**config.mk**
```make
export PLATFORM = sky130hd
export DESIGN_NAME = mem_read_arbiter_n
export DESIGN_NICKNAME = d
export VERILOG_FILES = /design/src/rtl/mem_read_arbiter_n_pkg.sv /design/src/rtl/mem_read_arbiter_n_rr_arbiter.sv /design/src/rtl/mem_read_arbiter_n.sv
export SDC_FILE = /design/constraint.sdc
export NUM_CORES = 1
export LEC_CHECK = 0
export BUFFER_PORTS_ARGS = -buffer_cell sky130_fd_sc_hd__buf_4
export CORE_AREA = 2 2 141 143
export DETAILED_ROUTE_END_ITERATION = 10
export DIE_AREA = 0 0 143 145
export PLACE_DENSITY = 0.69
export SETUP_SLACK_MARGIN = 0.2
export SLEW_MARGIN = 20
export SYNTH_ARGS = -nofsm -noshare
export SYNTH_HDL_FRONTEND = slang
export SYNTH_SLANG_ARGS = --single-unit
```
**constraint.sdc**
```tcl
create_clock -name i_clk -period 4.6 [get_ports i_clk]
set_clock_uncertainty 0.1 [all_clocks]
set_input_delay 0.23 -clock i_clk [delete_from_list [all_inputs] [get_ports i_clk]]
set_output_delay 0.23 -clock i_clk [all_outputs]
set_load 0.02 [all_outputs]
```
**src/rtl/mem_read_arbiter_n_pkg.sv**
```systemverilog
// mem_read_arbiter_n_pkg
//   Types and constants shared by the N-channel AXI read front-end:
//   AR FSM state encoding, the width-independent AR attribute bundle,
//   the R beat metadata bundle, AXI burst/response codes and a small
//   helper that classifies RRESP.
package mem_read_arbiter_n_pkg;

  localparam logic [1:0] BURST_INCR = 2'b01;
  localparam logic [1:0] RESP_OKAY  = 2'b00;

  typedef enum logic {
    AR_IDLE = 1'b0,
    AR_ADDR = 1'b1
  } ar_state_e;

  // AR attributes whose widths do not depend on the top-level parameters.
  typedef struct packed {
    logic [7:0] len;
    logic [2:0] size;
    logic [1:0] burst;
    logic [1:0] lock;
    logic [3:0] cache;
    logic [2:0] prot;
  } axi_ar_req_t;

  typedef struct packed {
    logic [1:0] resp;
    logic       last;
  } axi_r_resp_t;

  function automatic logic resp_is_err(input logic [1:0] resp);
    return resp != RESP_OKAY;
  endfunction

endpackage

```
**src/rtl/mem_read_arbiter_n_rr_arbiter.sv**
```systemverilog
// rr_arbiter
//   Purely combinational single-grant arbiter.
//   RR_MODE != 0 : first eligible index strictly after ptr_i, wrapping.
//   RR_MODE == 0 : lowest eligible index wins, ptr_i ignored.
// Ports:
//   eligible_i    : per-channel eligibility
//   ptr_i         : index of the most recently served channel
//   grant_o       : one-hot grant (all zero when nothing is eligible)
//   grant_idx_o   : binary index of the granted channel
//   grant_valid_o : a grant was made
module rr_arbiter #(
  parameter int N       = 4,
  parameter int RR_MODE = 1
) (
  input  logic [N-1:0]         eligible_i,
  input  logic [$clog2(N)-1:0] ptr_i,
  output logic [N-1:0]         grant_o,
  output logic [$clog2(N)-1:0] grant_idx_o,
  output logic                 grant_valid_o
);

  localparam int IW = $clog2(N);

  always_comb begin : p_pick
    int idx;
    idx           = 0;
    grant_o       = '0;
    grant_idx_o   = '0;
    grant_valid_o = 1'b0;
    for (int k = 0; k < N; k++) begin
      if (RR_MODE != 0) begin
        // Scan ptr+1, ptr+2, ... so the last winner is considered last.
        idx = int'(ptr_i) + k + 1;
        if (idx >= N) idx = idx - N;
      end else begin
        idx = k;
      end
      if (!grant_valid_o && eligible_i[IW'(idx)]) begin
        grant_valid_o        = 1'b1;
        grant_idx_o          = IW'(idx);
        grant_o[IW'(idx)]    = 1'b1;
      end
    end
  end

endmodule

```
**src/rtl/mem_read_arbiter_n.sv**
```systemverilog
// mem_read_arbiter_n
//   N-channel AXI4 read front-end. Each channel may have one burst in
//   flight; the channel index is used as ARID and responses are steered
//   back by RID. Requests to a line currently being written are held off.
// Ports:
//   i_clk, i_rst                : clock, asynchronous active-high reset
//   i_req_valid/o_req_ready     : per-channel request / accept pulse
//   i_req_addr/len/size         : packed per-channel AR parameters
//   i_resp_ready                : per-channel R backpressure
//   o_resp_valid/data/last/err  : one-hot beat delivery to requesters
//   o_unexp_rid                 : sticky flag for beats with unknown RID
//   i_wr_busy/i_wr_addr         : in-flight write for line hazard check
//   ar*/r*                      : AXI AR and R channels
module mem_read_arbiter_n
  import mem_read_arbiter_n_pkg::*;
#(
  parameter int NUM_CH      = 4,
  parameter int ADDR_WIDTH  = 32,
  parameter int DATA_WIDTH  = 32,
  parameter int ID_WIDTH    = 4,
  parameter int LINE_OFFSET = 6,
  parameter int RR_MODE     = 1
) (
  input  logic                         i_clk,
  input  logic                         i_rst,
  input  logic [NUM_CH-1:0]            i_req_valid,
  output logic [NUM_CH-1:0]            o_req_ready,
  input  logic [NUM_CH*ADDR_WIDTH-1:0] i_req_addr,
  input  logic [NUM_CH*8-1:0]          i_req_len,
  input  logic [NUM_CH*3-1:0]          i_req_size,
  input  logic [NUM_CH-1:0]            i_resp_ready,
  output logic [NUM_CH-1:0]            o_resp_valid,
  output logic [DATA_WIDTH-1:0]        o_resp_data,
  output logic                         o_resp_last,
  output logic                         o_resp_err,
  output logic                         o_unexp_rid,
  input  logic                         i_wr_busy,
  input  logic [ADDR_WIDTH-1:0]        i_wr_addr,
  output logic [ID_WIDTH-1:0]          arid,
  output logic [ADDR_WIDTH-1:0]        araddr,
  output logic [7:0]                   arlen,
  output logic [2:0]                   arsize,
  output logic [1:0]                   arburst,
  output logic [1:0]                   arlock,
  output logic [3:0]                   arcache,
  output logic [2:0]                   arprot,
  output logic                         arvalid,
  input  logic                         arready,
  input  logic [ID_WIDTH-1:0]          rid,
  input  logic [DATA_WIDTH-1:0]        rdata,
  input  logic [1:0]                   rresp,
  input  logic                         rlast,
  input  logic                         rvalid,
  output logic                         rready
);

  localparam int IW = $clog2(NUM_CH);

  ar_state_e             state_q;
  logic [NUM_CH-1:0]     outstanding_q, outstanding_d;
  logic [IW-1:0]         rr_ptr_q, gnt_idx_q;
  logic [ID_WIDTH-1:0]   arid_q;
  logic [ADDR_WIDTH-1:0] araddr_q;
  axi_ar_req_t           ar_ctl_q;
  logic                  arvalid_q, unexp_q;

  logic [ADDR_WIDTH-1:0] req_addr_a [NUM_CH];
  logic [7:0]            req_len_a  [NUM_CH];
  logic [2:0]            req_size_a [NUM_CH];
  logic [NUM_CH-1:0]     hazard, eligible, grant, rid_sel;
  logic [IW-1:0]         grant_idx;
  logic                  grant_valid, do_grant, rid_hit, r_done;
  axi_r_resp_t           r_meta;

  genvar gi;
  generate
    for (gi = 0; gi < NUM_CH; gi++) begin : g_ch
      assign req_addr_a[gi] = i_req_addr[gi*ADDR_WIDTH +: ADDR_WIDTH];
      assign req_len_a[gi]  = i_req_len[gi*8 +: 8];
      assign req_size_a[gi] = i_req_size[gi*3 +: 3];
      // Block a read that targets the line the write engine is updating.
      assign hazard[gi]  = i_wr_busy &&
                           (req_addr_a[gi][ADDR_WIDTH-1:LINE_OFFSET] ==
                            i_wr_addr[ADDR_WIDTH-1:LINE_OFFSET]);
      assign rid_sel[gi] = (rid == ID_WIDTH'(gi));
    end
  endgenerate

  assign eligible = i_req_valid & ~outstanding_q & ~hazard;

  rr_arbiter #(
    .N       (NUM_CH),
    .RR_MODE (RR_MODE)
  ) u_arb (
    .eligible_i    (eligible),
    .ptr_i         (rr_ptr_q),
    .grant_o       (grant),
    .grant_idx_o   (grant_idx),
    .grant_valid_o (grant_valid)
  );

  assign do_grant    = (state_q == AR_IDLE) && grant_valid && !i_rst;
  assign o_req_ready = do_grant ? grant : '0;

  // R path: a beat belongs to a requester only if its RID maps to a
  // channel with a burst in flight; anything else is swallowed.
  assign r_meta  = '{resp: rresp, last: rlast};
  assign rid_hit = |(rid_sel & outstanding_q);

  always_comb begin
    o_resp_valid = '0;
    o_resp_data  = '0;
    o_resp_last  = 1'b0;
    o_resp_err   = 1'b0;
    rready       = 1'b0;
    if (!i_rst) begin
      if (rid_hit) begin
        o_resp_valid = rid_sel & {NUM_CH{rvalid}};
        o_resp_data  = rdata;
        o_resp_last  = r_meta.last;
        o_resp_err   = resp_is_err(r_meta.resp);
        rready       = |(rid_sel & i_resp_ready);
      end else begin
        rready = 1'b1;
      end
    end
  end

  assign r_done = rvalid && rready && r_meta.last && rid_hit;

  // A granted channel is never outstanding, so set and clear never collide.
  assign outstanding_d = (outstanding_q | (do_grant ? grant : '0)) &
                         ~(r_done ? rid_sel : '0);

  always_ff @(posedge i_clk or posedge i_rst) begin
    if (i_rst) begin
      state_q       <= AR_IDLE;
      outstanding_q <= '0;
      rr_ptr_q      <= IW'(NUM_CH - 1);
      gnt_idx_q     <= '0;
      arid_q        <= '0;
      araddr_q      <= '0;
      ar_ctl_q      <= '0;
      arvalid_q     <= 1'b0;
      unexp_q       <= 1'b0;
    end else begin
      outstanding_q <= outstanding_d;
      if (rvalid && !rid_hit) unexp_q <= 1'b1;
      case (state_q)
        AR_IDLE: begin
          if (do_grant) begin
            gnt_idx_q <= grant_idx;
            arid_q    <= ID_WIDTH'(grant_idx);
            araddr_q  <= req_addr_a[grant_idx];
            ar_ctl_q  <= '{len: req_len_a[grant_idx], size: req_size_a[grant_idx],
                           burst: BURST_INCR, lock: 2'b00, cache: 4'h0, prot: 3'h0};
            arvalid_q <= 1'b1;
            state_q   <= AR_ADDR;
          end
        end
        AR_ADDR: begin
          if (arready) begin
            arvalid_q <= 1'b0;
            if (RR_MODE != 0) rr_ptr_q <= gnt_idx_q;
            state_q   <= AR_IDLE;
          end
        end
        default: state_q <= AR_IDLE;
      endcase
    end
  end

  assign arid        = arid_q;
  assign araddr      = araddr_q;
  assign arlen       = ar_ctl_q.len;
  assign arsize      = ar_ctl_q.size;
  assign arburst     = ar_ctl_q.burst;
  assign arlock      = ar_ctl_q.lock;
  assign arcache     = ar_ctl_q.cache;
  assign arprot      = ar_ctl_q.prot;
  assign arvalid     = arvalid_q;
  assign o_unexp_rid = unexp_q;

endmodule

```
# After elaboration in Yosys (flattened, before gate mapping)
# Cells that the tools add are included.
dict set report classes {
  muxes 63
  div 0
  n_mul 0
  reduce_logical 29
  magnitude_cmp 13
  shift 0
  addsub 10
  bitwise_logic 15
  n_eq_ne 9
}
# cell n
set op_table {}
lappend op_table {{2-to-1 mux 32 bit} 4}
lappend op_table {{equality test 26 bit} 4}
lappend op_table {{>= comparator 32 x 4 -> 1 bit, second input constant} 3}
lappend op_table {{binary-select mux 32 bit (select 2 bit)} 1}
lappend op_table {{2-to-1 mux 4 bit} 8}
lappend op_table {{2-to-1 mux 1 bit} 26}
lappend op_table {{AND 4 bit} 6}
lappend op_table {{logical AND 1 bit} 17}
lappend op_table {{binary-select mux 8 bit (select 2 bit)} 1}
lappend op_table {{less-than comparator 2 x 4 -> 1 bit, second input constant} 4}
lappend op_table {{2-to-1 mux 2 bit} 8}
lappend op_table {{2-to-1 mux 8 bit} 2}
lappend op_table {{OR 4 bit} 4}
lappend op_table {{adder 3 x 1 -> 4 bit, second input constant} 3}
lappend op_table {{inverter 4 bit} 3}
lappend op_table {{binary-select mux 1 bit (select 2 bit)} 4}
lappend op_table {{demux 1 bit (select 2 bit)} 4}
lappend op_table {{equality test 4 x 2 -> 1 bit, second input constant} 2}
lappend op_table {{>= comparator 2 x 1 -> 1 bit, second input constant} 4}
lappend op_table {{OR reduction 4 bit} 2}
lappend op_table {{subtractor 2 x 1 -> 2 bit, second input constant} 4}
lappend op_table {{adder 2 x 2 -> 3 bit, second input constant} 2}
lappend op_table {{binary-select mux 3 bit (select 2 bit)} 1}
lappend op_table {{>= comparator 3 bit, second input constant} 2}
lappend op_table {{11 further kinds} 20}
dict set report word_totals {
  register_bits 55
  latchBits 0
  out_inout_bits 103
  in_bits 256
  romBits 0
  mem_bits_rw 0
  elab_cells 149
  mem_count 0
}

# Logic depth before layout (Yosys ltp)
# Gate-level depths: netlist of the first run.
dict set report depth {
  ltp_word 22
  depth_mapped 14
}

# Cells and area by module
# Synthesis of the first run repeated with hierarchy kept, for this count alone.
dict set report unflattened {
  hier_cells 501
  hier_area_um2 5549.1
}
# mod area_each_um2 instances cells_each
set modules_own_cells {}
lappend modules_own_cells {mem_read_arbiter_n 4977.3 1 428}
lappend modules_own_cells {rr_arbiter 571.8 1 73}

# Worst setup path after synthesis of the first run
# OpenSTA, ideal clock, no wires.
dict set report synth_path {
  path_type {reg-to-reg}
  startpoint {register rr_ptr_q[0]}
  endpoint {register outstanding_q[3]}
  setup_slack_ps 1200
  n_path_buf 3
  path_stages_with_launch 13
  t_required_ps 4434
  arrival_ps 3234
  path_cell_list {dfstp_2 -> clkinv_1 -> ha_1 -> clkbuf_1 -> inv_1 -> mux2i_1 -> a31oi_1 -> o2bb2ai_4 -> a211o_1 -> buf_4 -> buf_4 -> a21oi_1 -> o22a_1}
}
dict set report synth_via {
  elab_chain_cells 21
  elab_cells_between_ends 72
  classes_between {10 x add/sub; 12 x order compare; 33 x mux; 5 x bitwise; 12 x reduce/logical}
}
# item line_no
set synth_lines {}
lappend synth_lines {{start: declaration} mem_read_arbiter_n.sv:61} ;# logic [IW-1:0] rr_ptr_q, gnt_idx_q;
lappend synth_lines {{start signal: assignment} mem_read_arbiter_n.sv:139} ;# rr_ptr_q <= IW'(NUM_CH - 1);
lappend synth_lines {{start signal: assignment} mem_read_arbiter_n.sv:164} ;# if (RR_MODE != 0) rr_ptr_q <= gnt_idx_q;
lappend synth_lines {{branches (longest 18 deep; another with >= comparator 32 x 4 -> 1 bit)} n/a}
lappend synth_lines {{2-to-1 mux 4 bit (*)} n/a}
lappend synth_lines {{named net o_req_ready[3]} mem_read_arbiter_n.sv:27} ;# output logic [NUM_CH-1:0] o_req_ready,
lappend synth_lines {{OR 4 bit (*)} mem_read_arbiter_n.sv:132} ;# assign outstanding_d = (outstanding_q | (do_grant ? grant : '0)) &
lappend synth_lines {{AND 4 bit (*)} mem_read_arbiter_n.sv:132}
lappend synth_lines {{named net outstanding_d[3]} mem_read_arbiter_n.sv:60} ;# logic [NUM_CH-1:0] outstanding_q, outstanding_d;
lappend synth_lines {{end signal: assignment} mem_read_arbiter_n.sv:147} ;# outstanding_q <= outstanding_d;
lappend synth_lines {{end: declaration} mem_read_arbiter_n.sv:60}
# Mark *: on every way through the listed nets, which the timed path passes. The select of a mux whose other input is x is not followed.
# A chain may end at the register's enable or synchronous reset.

# Worst setup path after layout of the first run
dict set report layout_path {
  startpoint {register rr_ptr_q[1]}
  endpoint {output port o_req_ready[0]}
}
dict set report layout_via {
  elab_chain_cells 19
  elab_cells_between_ends 70
  classes_between {10 x add/sub; 12 x order compare; 33 x mux; 3 x bitwise; 12 x reduce/logical}
}
# item line_no
set layout_lines {}
lappend layout_lines {{branches (longest 18 deep; another with >= comparator 32 x 4 -> 1 bit)} n/a}
lappend layout_lines {{2-to-1 mux 4 bit (*)} mem_read_arbiter_n.sv:103} ;# assign o_req_ready = do_grant ? grant : '0;
lappend layout_lines {{end: declaration} mem_read_arbiter_n.sv:27}
# Mark *: on every way between the ends. The select of a mux whose other input is x is not followed.

==> run summary, run 1 <==
The worst slew margin relative to its limit came out at 47.99%. The final number of setup-violating endpoints is 0. The static leakage power came out at 3.962 nW. The post-route antenna net violation count is 0. STA classifies the critical path endpoint as an output port. During I/O placement, the number of pins put on the boundary was 359. The final routed DRC violation total came out at 0.

The maximum number of pins on one net before global-route repair is 83. Setup total negative slack on the finished layout was measured at 0 ns. The share of the clock period used by the worst path came out at 81.07%. The clock tree synthesis step divided the H-tree into 2 levels.

The final layout contains routed wiring with a total length of 24.59 mm. Summed over all instances, the cell type with the most area after synthesis is sky130_fd_sc_hd__dfrtp_1. The required arrival time at the worst endpoint is 4.27 ns.

The total count of max-transition violations in the final report is 0. The first-pass iteration count of the detailed router is 4. Summing every instance area after synthesis gives 5520 um2. Across all setup checks in the final design, the least slack found is 0.8709 ns. The synthesized flop and latch total is 55. Using the TritonRoute via totals, the vias-per-cell ratio works out to 4.904.

Counting cells, the worst reg-to-reg path comes to 10. The number of buffers added on ports came out at 340. The number of antenna violations at the first check in global routing came out at 3. Static timing analysis puts the maximum clock frequency at 268.2 MHz. The clock latency of the later-clocked register in the worst-skew pair came out at 0.30 ns.

The number of buffers on the longest clock path came out at 2. The power density over cell area is 556.4 nW/um2. Of all nets on the critical path, the largest fanout is 13. Counting the buffers created by CTS gives 5.

The most common cell in the synthesized netlist is sky130_fd_sc_hd__xnor2_1. The worst path arrival time came out at 3.40 ns. The register area came out at 1379 um2.

The clock sink count came out at 55. In the synthesized netlist the dominant register cell turns out to be sky130_fd_sc_hd__dfrtp_1. Summed over its instances, the top area cell type makes up 24.03% of the synthesized netlist area. The overall routing resource usage came out at 22.93%. Broken down by cell family, the worst path's largest delay share belongs to compound AO/OA/AOI/OAI gates. Summing all multi-input logic gate instances after layout gives 3794 um2. In this run the most critical hold path is launched from arready. The run finished with clean final reports. TritonCTS built the clock tree. The core box area is 19210 um2. The width of the chip is 143 um. Of the synthesized area, sequential elements account for 24.98%. The share of synthesized flip-flops with an asynchronous set or reset is 100.0%. The global placement routability congestion is 0.9210. Prior to clock tree synthesis, the placed netlist has a worst setup slack of 0.6680 ns.

The critical path is of the reg2out type. The final-report hold violation count is 0. Max-cap violations in this run came to 0. The clock transition time at the flip-flop clock pins of the worst setup and hold paths is 0.07 ns. Along the worst hold path, the cell count comes to 2. The tree is rooted in a sky130_fd_sc_hd__clkbuf_16. In this run the core area contains 51 standard-cell rows. The origin of the worst setup path is rr_ptr_q[1]. The smallest clock period supported by the final layout is computed as 3.729 ns. The number of buffers inserted to repair setup after CTS came out at 0. The first-pass GRT wire length came out at 36.00 mm. The total via count after detailed routing came out at 5713. The count of routing violations after the opening detailed-route iteration came out at 356. The filler cell count in the final layout came out at 1931.

VDD sags by at most 0.7159 mV. Together, buffers and inverters on the worst path number 3. STA classifies the critical path startpoint as a register.

Final hold analysis gives a worst-case slack of 0.01956 ns. Setup repair after global routing left no endpoint under its margin. The count of different cell masters after synthesis is 60. The layout-stage area growth over the synthesis result is 51.41%.

The critical path's slowest cell is sky130_fd_sc_hd__dfstp_2. The wire length per cell after detailed routing came out at 21.11 um. The number of enable-type register cells in the synthesized netlist came out at 0.

The total overflow left after global routing is 0. By area the synthesized netlist is led by sky130_fd_sc_hd__dfrtp_1, sky130_fd_sc_hd__mux2i_1, sky130_fd_sc_hd__xnor2_1. The full die area is 20740 um2.

The number of global-route vias before repair was 5804. The starting density of the core is 28.74%. At the pin with the least slew margin, the transition time is 0.7802 ns. The post-route netlist has 44.43% of its cells at a drive strength greater than 1.

The tightest min-delay check is of the in2reg type. The synthesized area divided by synthesized cell count is 9.404 um2. The final HPWL from detailed placement is 20.25 mm. The worst register-to-register path begins at rr_ptr_q[1]. The die extent in y came out at 145 um.

After technology mapping, the gate count stands at 587. The final layout contains 1161 nets. Traced cell by cell, the critical path runs through inv_1 > ha_1 > inv_1 > mux2i_1 > a31oi_1 > o2bb2ai_4 > a211o_2 > a31oi_1 > buf_4. On the worst path, the slowest cell contributes a delay of 0.60 ns. The logic depth of the worst path, buffers included is 9. The commonest cells after synthesis are sky130_fd_sc_hd__xnor2_1, sky130_fd_sc_hd__mux2i_1, sky130_fd_sc_hd__nand2_1, sky130_fd_sc_hd__dfrtp_1, sky130_fd_sc_hd__and2_1.

The Yosys warning count is 0.
registers in the layout, indices dropped and copies added, names as in the netlist:
signal         count
arburst            1
arlen              8
outstanding_q      4
araddr            32
rr_ptr_q           2
arvalid            1
arid               2
o_unexp_rid        1
state_q            1
arsize             3
path summary, 6_finish.rpt:
path                                   to  slack [ns]
setup reg to reg                 arlen[4]        0.92
setup / recovery           o_req_ready[0]        0.87
hold / removal                    state_q        0.02
min in group asynchronous     o_unexp_rid        0.45
max in group asynchronous      araddr[29]        3.05
hold reg to reg                arburst[0]        0.37
timing repair:
item	4_1_cts	5_1_grt
hold buffers	1	0
gates resized for setup	0	0
endpoints found under the hold margin	14	0
routing by layer:
metal / wire length, um / global-route usage, % / vias up / part of all wire, %
li1: - / - / 2714 / -
met1: 10640 / 30.31 / 2763 / 43
met2: 11990 / 38.35 / 213 / 49
met3: 1642 / 5.182 / 21 / 6.7
met4: 299 / 4.356 / 2 / 1.2
met5: 14 / 0 / - / 0.057
metrics by stage:
stage | total power, mW | cell area (um2) | std cells | util, %
floorplan | 3.244 | 5562 | 598 | -
CTS | 4.677 | 8346 | 1163 | 43.45
global route | 4.946 | 8353 | 1163 | 43.49
global placement | 4.197 | 8180 | 1154 | 42.59
detailed placement | 4.233 | 8180 | 1154 | 42.59
finish | 4.650 | 8358 | 1165 | 43.52
power by group:
| part | internal (mW) | total (mW) | switching (mW) |
|---|---|---|---|
| registers | 0.732 | 0.889 | 0.157 |
| logic | 1.45 | 3.34 | 1.89 |
| clock network | 0.219 | 0.421 | 0.202 |
area by class of cell:
cell class / instances / area share, %
Clock buffer: 6 / 1.662
Inverter: 9 / 0.4042
Antenna cell: 2 / 0.05988
Tap cell: 265 / 3.967
Clock inverter: 2 / 0.1946
Multi-Input combinational cell: 477 / 45.39
Sequential cell: 55 / 16.50
Timing Repair Buffer: 349 / 31.83
cells by family after synthesis:
group / after synthesis / synth area share [%]
AND/OR/NAND/NOR: 166 / 15.50
XOR/XNOR: 104 / 16.77
AO/OA/AOI/OAI: 94 / 16.39
multiplexers: 93 / 17.16
buffers and inverters: 66 / 7.321
flip-flops: 55 / 24.98
adder cells (fa/ha/maj): 8 / 1.813
other: 1 / 0.06793
layout by cell type (no fill, tap or decap), drive strengths merged, types with 3 or more instances in the layout:
cell / instances
o221ai: 44
conb: 12
buf: 348
and2: 35
nor4: 6
nand3: 7
mux2i: 89
or2: 3
dfrtp: 53
nor3: 7
a31oi: 4
clkbuf: 6
and3: 3
o211ai: 3
xor2: 11
ha: 8
inv: 8
nand4: 22
o21ai: 6
o22a: 5
nand2: 59
nor2: 14
a21oi: 11
nand2b: 6
mux2: 3
xnor2: 93
a22oi: 5
worst register-to-register path, cell delays in order, from the launching register on:
cell,delay (ns)
sky130_fd_sc_hd__dfstp_2,0.60
sky130_fd_sc_hd__inv_1,0.16
sky130_fd_sc_hd__ha_1,0.47
sky130_fd_sc_hd__inv_1,0.20
sky130_fd_sc_hd__mux2i_1,0.17
sky130_fd_sc_hd__a31oi_1,0.31
sky130_fd_sc_hd__o2bb2ai_4,0.15
sky130_fd_sc_hd__a22oi_2,0.29
sky130_fd_sc_hd__buf_12,0.45
sky130_fd_sc_hd__mux2i_1,0.48
sky130_fd_sc_hd__o221ai_1,0.16
Note: power is estimated with default switching activity, not from simulation.
==> run 2, diff against run 1 <==
clock period = 3.8 ns   (was 4.6 ns; I/O delays follow)
==> run 2 against run 1 <==
Compared with the run above:
- total power increased by 30%
- register-to-register slack got worse by 0.25 ns
- hold slack improved by 0.030 ns
- setup slack got worse by 0.52 ns
- combinational power increased by 32%
- via count increased by 1.4%
- clock-buffer cell count unchanged
- non-clock buffer count increased by 18
- sequential power increased by 21%
- routed wire length increased by 1.6%
- sequential share of layout area decreased by 0.46 points
- critical endpoint is now o_req_ready[2]
==> run summary, run 2 (synthesis gave the netlist of run 1 again) <==
The core box area came out at 19210 um2. Setup violations remaining at the end of the flow were counted as 0. The first-pass GRT wire length is 36.39 mm. TritonCTS built the clock tree. After detailed routing, the total wire length is 24.98 mm.

Measured against its own limit, the worst slew margin works out to 58.75%. On the worst path, the slowest cell contributes a delay of 0.60 ns. The routed design could run at a clock period as short as 3.450 ns.

The clock latency of the later-clocked register in the worst-skew pair is 0.31 ns. The flow ran to the end, and the final reports show no timing, DRC or antenna violations. Data on the critical path is required at its endpoint by 3.51 ns. After detailed routing, the average wire length per cell comes to 21.11 um. For the final routed database, the setup TNS stands at 0 ns. The number of buffers on the longest clock path is 2. The first-pass iteration count of the detailed router came out at 5.

The number of I/O pins is 359. The final core area utilization is 44.77%. The worst path arrival time is 3.16 ns. For the pin with the worst max-slew slack, the measured transition is 0.6178 ns. Clock-pin slew was measured on the worst setup and hold paths at 0.07 ns. The final-report hold violation count came out at 0. The top cell types in the final layout, fill and taps aside, are sky130_fd_sc_hd__buf_4, sky130_fd_sc_hd__xnor2_1, sky130_fd_sc_hd__mux2i_1.

The filler cell count in the final layout came out at 1864. Counting both buffers and inverters, the worst setup path holds a total of 4. The layout-stage area growth over the synthesis result came out at 55.76%. The total count of max-transition violations in the final report came out at 0. The floorplan row count is 51. Leaving out fill and tap cells, the most frequent cell in the layout is sky130_fd_sc_hd__buf_4. The number of buffers added on ports is 340. In this run the remaining antenna-violating nets after routing total 0. The clock tree synthesis step divided the H-tree into 2 levels. The total power came out at 6.036 mW. The number of antenna violations at the first check in global routing came to 3.

The root buffer cell chosen for the clock tree is sky130_fd_sc_hd__clkbuf_16. The overall routing resource usage is 23.24%. The power density over cell area is 702.0 nW/um2.

In this run, CTS created clock tree buffers numbering 5. The number of vias per cell after detailed routing is 4.896. The register area is 1379 um2. The full die area is 20740 um2. The die extent in y is 145 um. The sort of element at the end of the critical path is an output port. At the end of routability-driven placement, the weighted congestion stood at 0.9624.

The critical path in this run is classified as reg2out. The final HPWL from detailed placement came out at 20.87 mm. The first routing iteration left 589 violations. The starting density of the core is 28.74%. The maximum number of pins on one net before global-route repair came out at 36.

The leftover overflow at the end of global routing is 0. The routed layout has 5792 vias. The total area of multi-input combinational cells is 3815 um2. The share of the clock period used by the worst path is 90.79%. Once layout is done, the placed cells without fillers occupy 8598 um2. Max-cap violations in this run came to 0.

Hold is met by 0.04946 ns. The number of global-route vias before repair is 6029. The largest individual stage delay along the critical path comes from the cell sky130_fd_sc_hd__dfstp_2. The biggest fanout along the worst timing path came out at 9. The min-delay analysis places its worst path in the category in2reg. The highest attainable clock frequency is 289.8 MHz. The width of the chip is 143 um.

The nature of the critical path startpoint is a register. Setup repair after global routing left no endpoint under its margin. The clock net in this run drives a total of 55 sinks.

The layout net count is 1179. After detailed routing, the number of remaining DRC violations is 0. The fraction of final layout cells sized beyond drive strength 1 came out at 45.68%. Among cell families on the critical path, the largest total delay comes from compound AO/OA/AOI/OAI gates.

The number of buffers inserted to repair setup after CTS came out at 0. The static leakage power came out at 4.084 nW. The flip-flop count of the largest register, all copies and words added came out at 32. The critical path goes through inv_1 > ha_4 > inv_1 > mux2i_1 > a31oi_1 > o2bb2ai_4 > buf_4 > a211o_2 > a21oi_1 > buf_4. The cell area after placement is 8383 um2. The peak ir drop on the vdd network is 0.2668 mV.
run 2: cell types whose count changed in the layout (fill, tap and decap cells not counted), moves of 2 or more:
cell and change:
sky130_fd_sc_hd__a21oi_2 +2, sky130_fd_sc_hd__a31oi_1 -2, sky130_fd_sc_hd__a31oi_2 +2, sky130_fd_sc_hd__buf_12 +6
sky130_fd_sc_hd__buf_4 +11
run 2: timing repair:
| action | in CTS | in global routing |
|---|---|---|
| hold buffers | 2 | 0 |
| endpoints found under the setup margin | 0 | 4 |
| hold endpoints to repair | 26 | 0 |
| gates resized for setup | 0 | 5 |
run 2: metal layers:
layer  part of all wire, %  wire [um]  vias to the layer above  global-route usage, %
li1                      -          -                     2752                      -
met5                  0.12         31                        -                      0
met3                   8.0       1988                       33                  6.568
met1                    42      10500                     2779                  29.94
met2                    48      11920                      224                  38.11
met4                   2.1        536                        4                  5.891
run 2: cell type report:
type / count / area share, %
Timing Repair Buffer: 367 / 33.41
Multi-Input combinational cell: 477 / 44.37
Sequential cell: 55 / 16.04
Tap cell: 265 / 3.856
Inverter: 9 / 0.3929
Clock inverter: 1 / 0.3492
Antenna cell: 3 / 0.08731
Clock buffer: 6 / 1.499
run 2: worst paths after layout:
kind	endpoint	startpoint	slack, ns	depth (start not counted)
worst min register to register	arburst[0]	arburst[0]	0.38	1
worst min-delay path	o_unexp_rid	rvalid	0.05	2
worst max-delay path	o_req_ready[2]	rr_ptr_q[1]	0.35	10
min in group asynchronous	araddr[18]	i_rst	0.51	3
worst max register to register	araddr[18]	rr_ptr_q[1]	0.67	11
max in group asynchronous	rr_ptr_q[1]	i_rst	2.20	4
run 2: worst reg2reg max path: stages (launching register included):
cell and delay [ns]:
sky130_fd_sc_hd__dfstp_2 0.60, sky130_fd_sc_hd__inv_1 0.17, sky130_fd_sc_hd__ha_4 0.37, sky130_fd_sc_hd__inv_1 0.13, sky130_fd_sc_hd__mux2i_1 0.16, sky130_fd_sc_hd__a31oi_1 0.27
sky130_fd_sc_hd__o2bb2ai_4 0.10, sky130_fd_sc_hd__a22oi_2 0.22, sky130_fd_sc_hd__buf_12 0.25, sky130_fd_sc_hd__buf_12 0.24, sky130_fd_sc_hd__mux2i_1 0.28, sky130_fd_sc_hd__o221ai_2 0.13
run 2: per-stage QoR:
step           worst slack (ns)  std cells
6_report                 0.3498       1183
3_5_place_dp             0.4317       1171
2_1_floorplan            0.4003        598
5_1_grt                  0.2318       1180
4_1_cts                  0.2004       1180
3_3_place_gp             0.4979       1171
run 2: power breakdown:
part	internal [mW]	switching, mW	leakage [nW]
Combinational	2.06	2.35	3.35
Sequential	0.886	0.191	0.658
Clock	0.309	0.241	0.0769
Total	3.25	2.78	4.08
==> run 3, diff against run 2 <==
==> constraint.sdc (replaced) <==
create_clock -name i_clk -period 4.4 [get_ports i_clk]
set_clock_uncertainty 0.1 [all_clocks]
set_input_delay 0.88 -clock i_clk [delete_from_list [all_inputs] [get_ports i_clk]]
set_output_delay 0.88 -clock i_clk [all_outputs]
set_load 0.02 [all_outputs]
==> run 3 against run 2 <==
Compared with the run above:
- via count increased by 1.0%
- non-clock buffer count is 18 higher
- register-to-register slack gained 0.14 ns
- critical endpoint is now o_req_ready[3]
- combinational power shrank 13%
- final cell count increased by 1.6%
- clock-buffer cell count fell by 1
- highest routed layer unchanged
- sequential power fell by 14%
==> run summary, run 3 (synthesis gave the netlist of run 1 again) <==
STA puts the critical path data required time at 3.42 ns. The congestion estimate from routability-driven global placement came to 0.9517. The die covers 20740 um2. The starting density of the core is 28.74%. The reported max-cap violation count came out at 0. The area growth from synthesis to layout is 61.40%. The first detailed-routing pass took 5 iterations. The minimum clock period after layout came out at 4.345 ns. The clock sink count is 55. The first global-routing pass estimated 36.88 mm of wire. The leading cell type in the layout, fill and taps excluded is sky130_fd_sc_hd__buf_4. Buffers inserted to repair hold after CTS numbered 0. The total clock buffers created by CTS came out at 5. The number of I/O pins is 359. The overall routing resource usage is 23.51%. Setup repair after global routing could not meet its margin everywhere. The share of power burned in combinational logic came out at 72.3%. The sort of element at the end of the critical path is an output port.

The setup path with the least slack is of type in2out. Leaving out fill and tap cells, the most frequent cells in the layout are sky130_fd_sc_hd__buf_4, sky130_fd_sc_hd__mux2i_1, sky130_fd_sc_hd__xnor2_1. After filler insertion, the fill cell instance count of the layout stands at 1845.

The share of total power dissipated in sequential elements is 17.4%. The share of the clock period used by the worst path came out at 98.75%. The final HPWL from detailed placement is 20.89 mm. The H-tree depth is 2. The leftover overflow at the end of global routing came out at 0. The number of buffers added on ports is 340. Entering global routing, the biggest net connects 41 pins. The net switching fraction of the power came out at 46.08%. The final-report hold violation count is 0. The core box area came out at 19210 um2.

After detailed routing, the total wire length is 25.05 mm. The CTS tree is built. The register area is 1379 um2.

The worst slew margin relative to its limit came out at 36.86%. For the pin with the worst max-slew slack, the measured transition is 0.9457 ns. The number of antenna violations at the first check in global routing came out at 4. The clock reaches the later pin of the worst-skew pair after 0.31 ns. The tightest min-delay check is of the reg2reg type. On the final layout, the worst hold slack is 0.3714 ns.

In this run the power density over the cells is 597.0 nW/um2. CTS placed an instance of sky130_fd_sc_hd__clkbuf_16 at the clock tree root. Internal power comes to 2.868 mW. The fraction of final layout cells sized beyond drive strength 1 is 48.93%.

Using the TritonRoute via totals, the vias-per-cell ratio works out to 4.868. The number of global-route vias before repair is 6088. STA classifies the critical path startpoint as an input pin.

Setup total negative slack on the finished layout was measured at 0 ns. The final routed DRC violation total came out at 0. The peak ir drop on the vdd network is 0.3005 mV.

The total area of multi-input combinational cells came out at 3956 um2. The routed layout has 5851 vias. The flip-flop count of the largest register, all copies and words added is 32. The post-route antenna net violation count came out at 0. The count of routing violations after the opening detailed-route iteration is 339. Setup violations remaining at the end of the flow were counted as 0. The total power came out at 5.319 mW.

Timing would allow up to 230.1 MHz. The number of cells in the finished layout apart from fillers came out at 1202. In this run, placement finished with an instance count of 1187. The number of buffers on the longest clock path is 2. The wire length per cell after detailed routing is 20.84 um. The clock transition time at the flip-flop clock pins of the worst setup and hold paths came out at 0.08 ns.

The flow ran to the end, and the final reports show no timing, DRC or antenna violations. The layout net count is 1197. The biggest fanout along the worst timing path is 4. The static leakage power came out at 4.238 nW. The worst path arrival time came out at 3.37 ns. The floorplan step set the die width to 143 um.

The total count of max-transition violations in the final report was 0. The total net switching power is 2.451 mW. The die extent in y came out at 145 um. In this run the core area contains 51 standard-cell rows.

The clock network power share came out at 10.3%.
-- run 3: power groups by stage --
stage                     Sequential [mW]  Combinational, mW  Clock [mW]
after floorplan                      1.16               2.23           0
after global placement              0.924               3.71           0
after detailed placement            0.931               3.74           0
after CTS                           0.927               3.83       0.559
after global routing                0.957               4.11       0.571
final                               0.928               3.85       0.546
-- run 3: path summary, 6_finish.rpt --
kind | to | slack [ns] | cells after the start | from
hold / removal | arburst[0] | 0.37 | 1 | arburst[0]
min in group asynchronous | o_unexp_rid | 0.72 | 2 | i_rst
setup / recovery | o_req_ready[3] | 0.05 | 10 | i_wr_addr[17]
max in group asynchronous | araddr[7] | 2.68 | 3 | i_rst
setup reg to reg | arsize[0] | 0.81 | 12 | rr_ptr_q[1]
hold reg to reg | arburst[0] | 0.37 | 1 | arburst[0]
-- run 3: what timing repair did --
action                                  4_1_cts  5_1_grt
resized for setup                            26        8
pin swaps                                    17       10
endpoints found under the setup margin        4        4
endpoints found under the hold margin         0        0
buffers inserted                              4        0
-- run 3: layout make-up --
type / instances / area share, %
diodes: 3 / 0.08426
clock buffers: 5 / 1.404
clock inverters: 3 / 0.7583
inverters: 9 / 0.3792
multi-input cells: 477 / 44.40
flip-flops and latches: 55 / 15.48
well taps: 265 / 3.721
repair buffers: 385 / 33.77
-- run 3: worst max-delay path, stage by stage --
cell	delay [ns]
sky130_fd_sc_hd__buf_4	0.14
sky130_fd_sc_hd__xnor2_1	0.29
sky130_fd_sc_hd__nand4_1	0.13
sky130_fd_sc_hd__or4_4	0.55
sky130_fd_sc_hd__o21ba_4	0.22
sky130_fd_sc_hd__mux4_2	0.49
sky130_fd_sc_hd__and2_4	0.17
sky130_fd_sc_hd__o211ai_1	0.20
sky130_fd_sc_hd__a21oi_2	0.11
sky130_fd_sc_hd__buf_4	0.18
-- run 3: routing by layer --
| metal | GRT usage (%) | up-vias | share of wire, % |
|---|---|---|---|
| met5 | 0 | - | 0.12 |
| met2 | 39.31 | 246 | 49 |
| met3 | 7.129 | 31 | 8.2 |
| met1 | 30.03 | 2780 | 42 |
| li1 | - | 2790 | - |
| met4 | 4.307 | 4 | 1.5 |
-- run 3: metrics by stage --
step	util, %	area (um2)	setup WS, ns
after floorplan	-	5562	0.3774
after global placement	44.21	8491	-0.04997
after detailed placement	44.21	8491	-0.09391
after CTS	46.12	8859	0.09980
after global routing	46.35	8902	0.03123
final	46.39	8910	0.05492
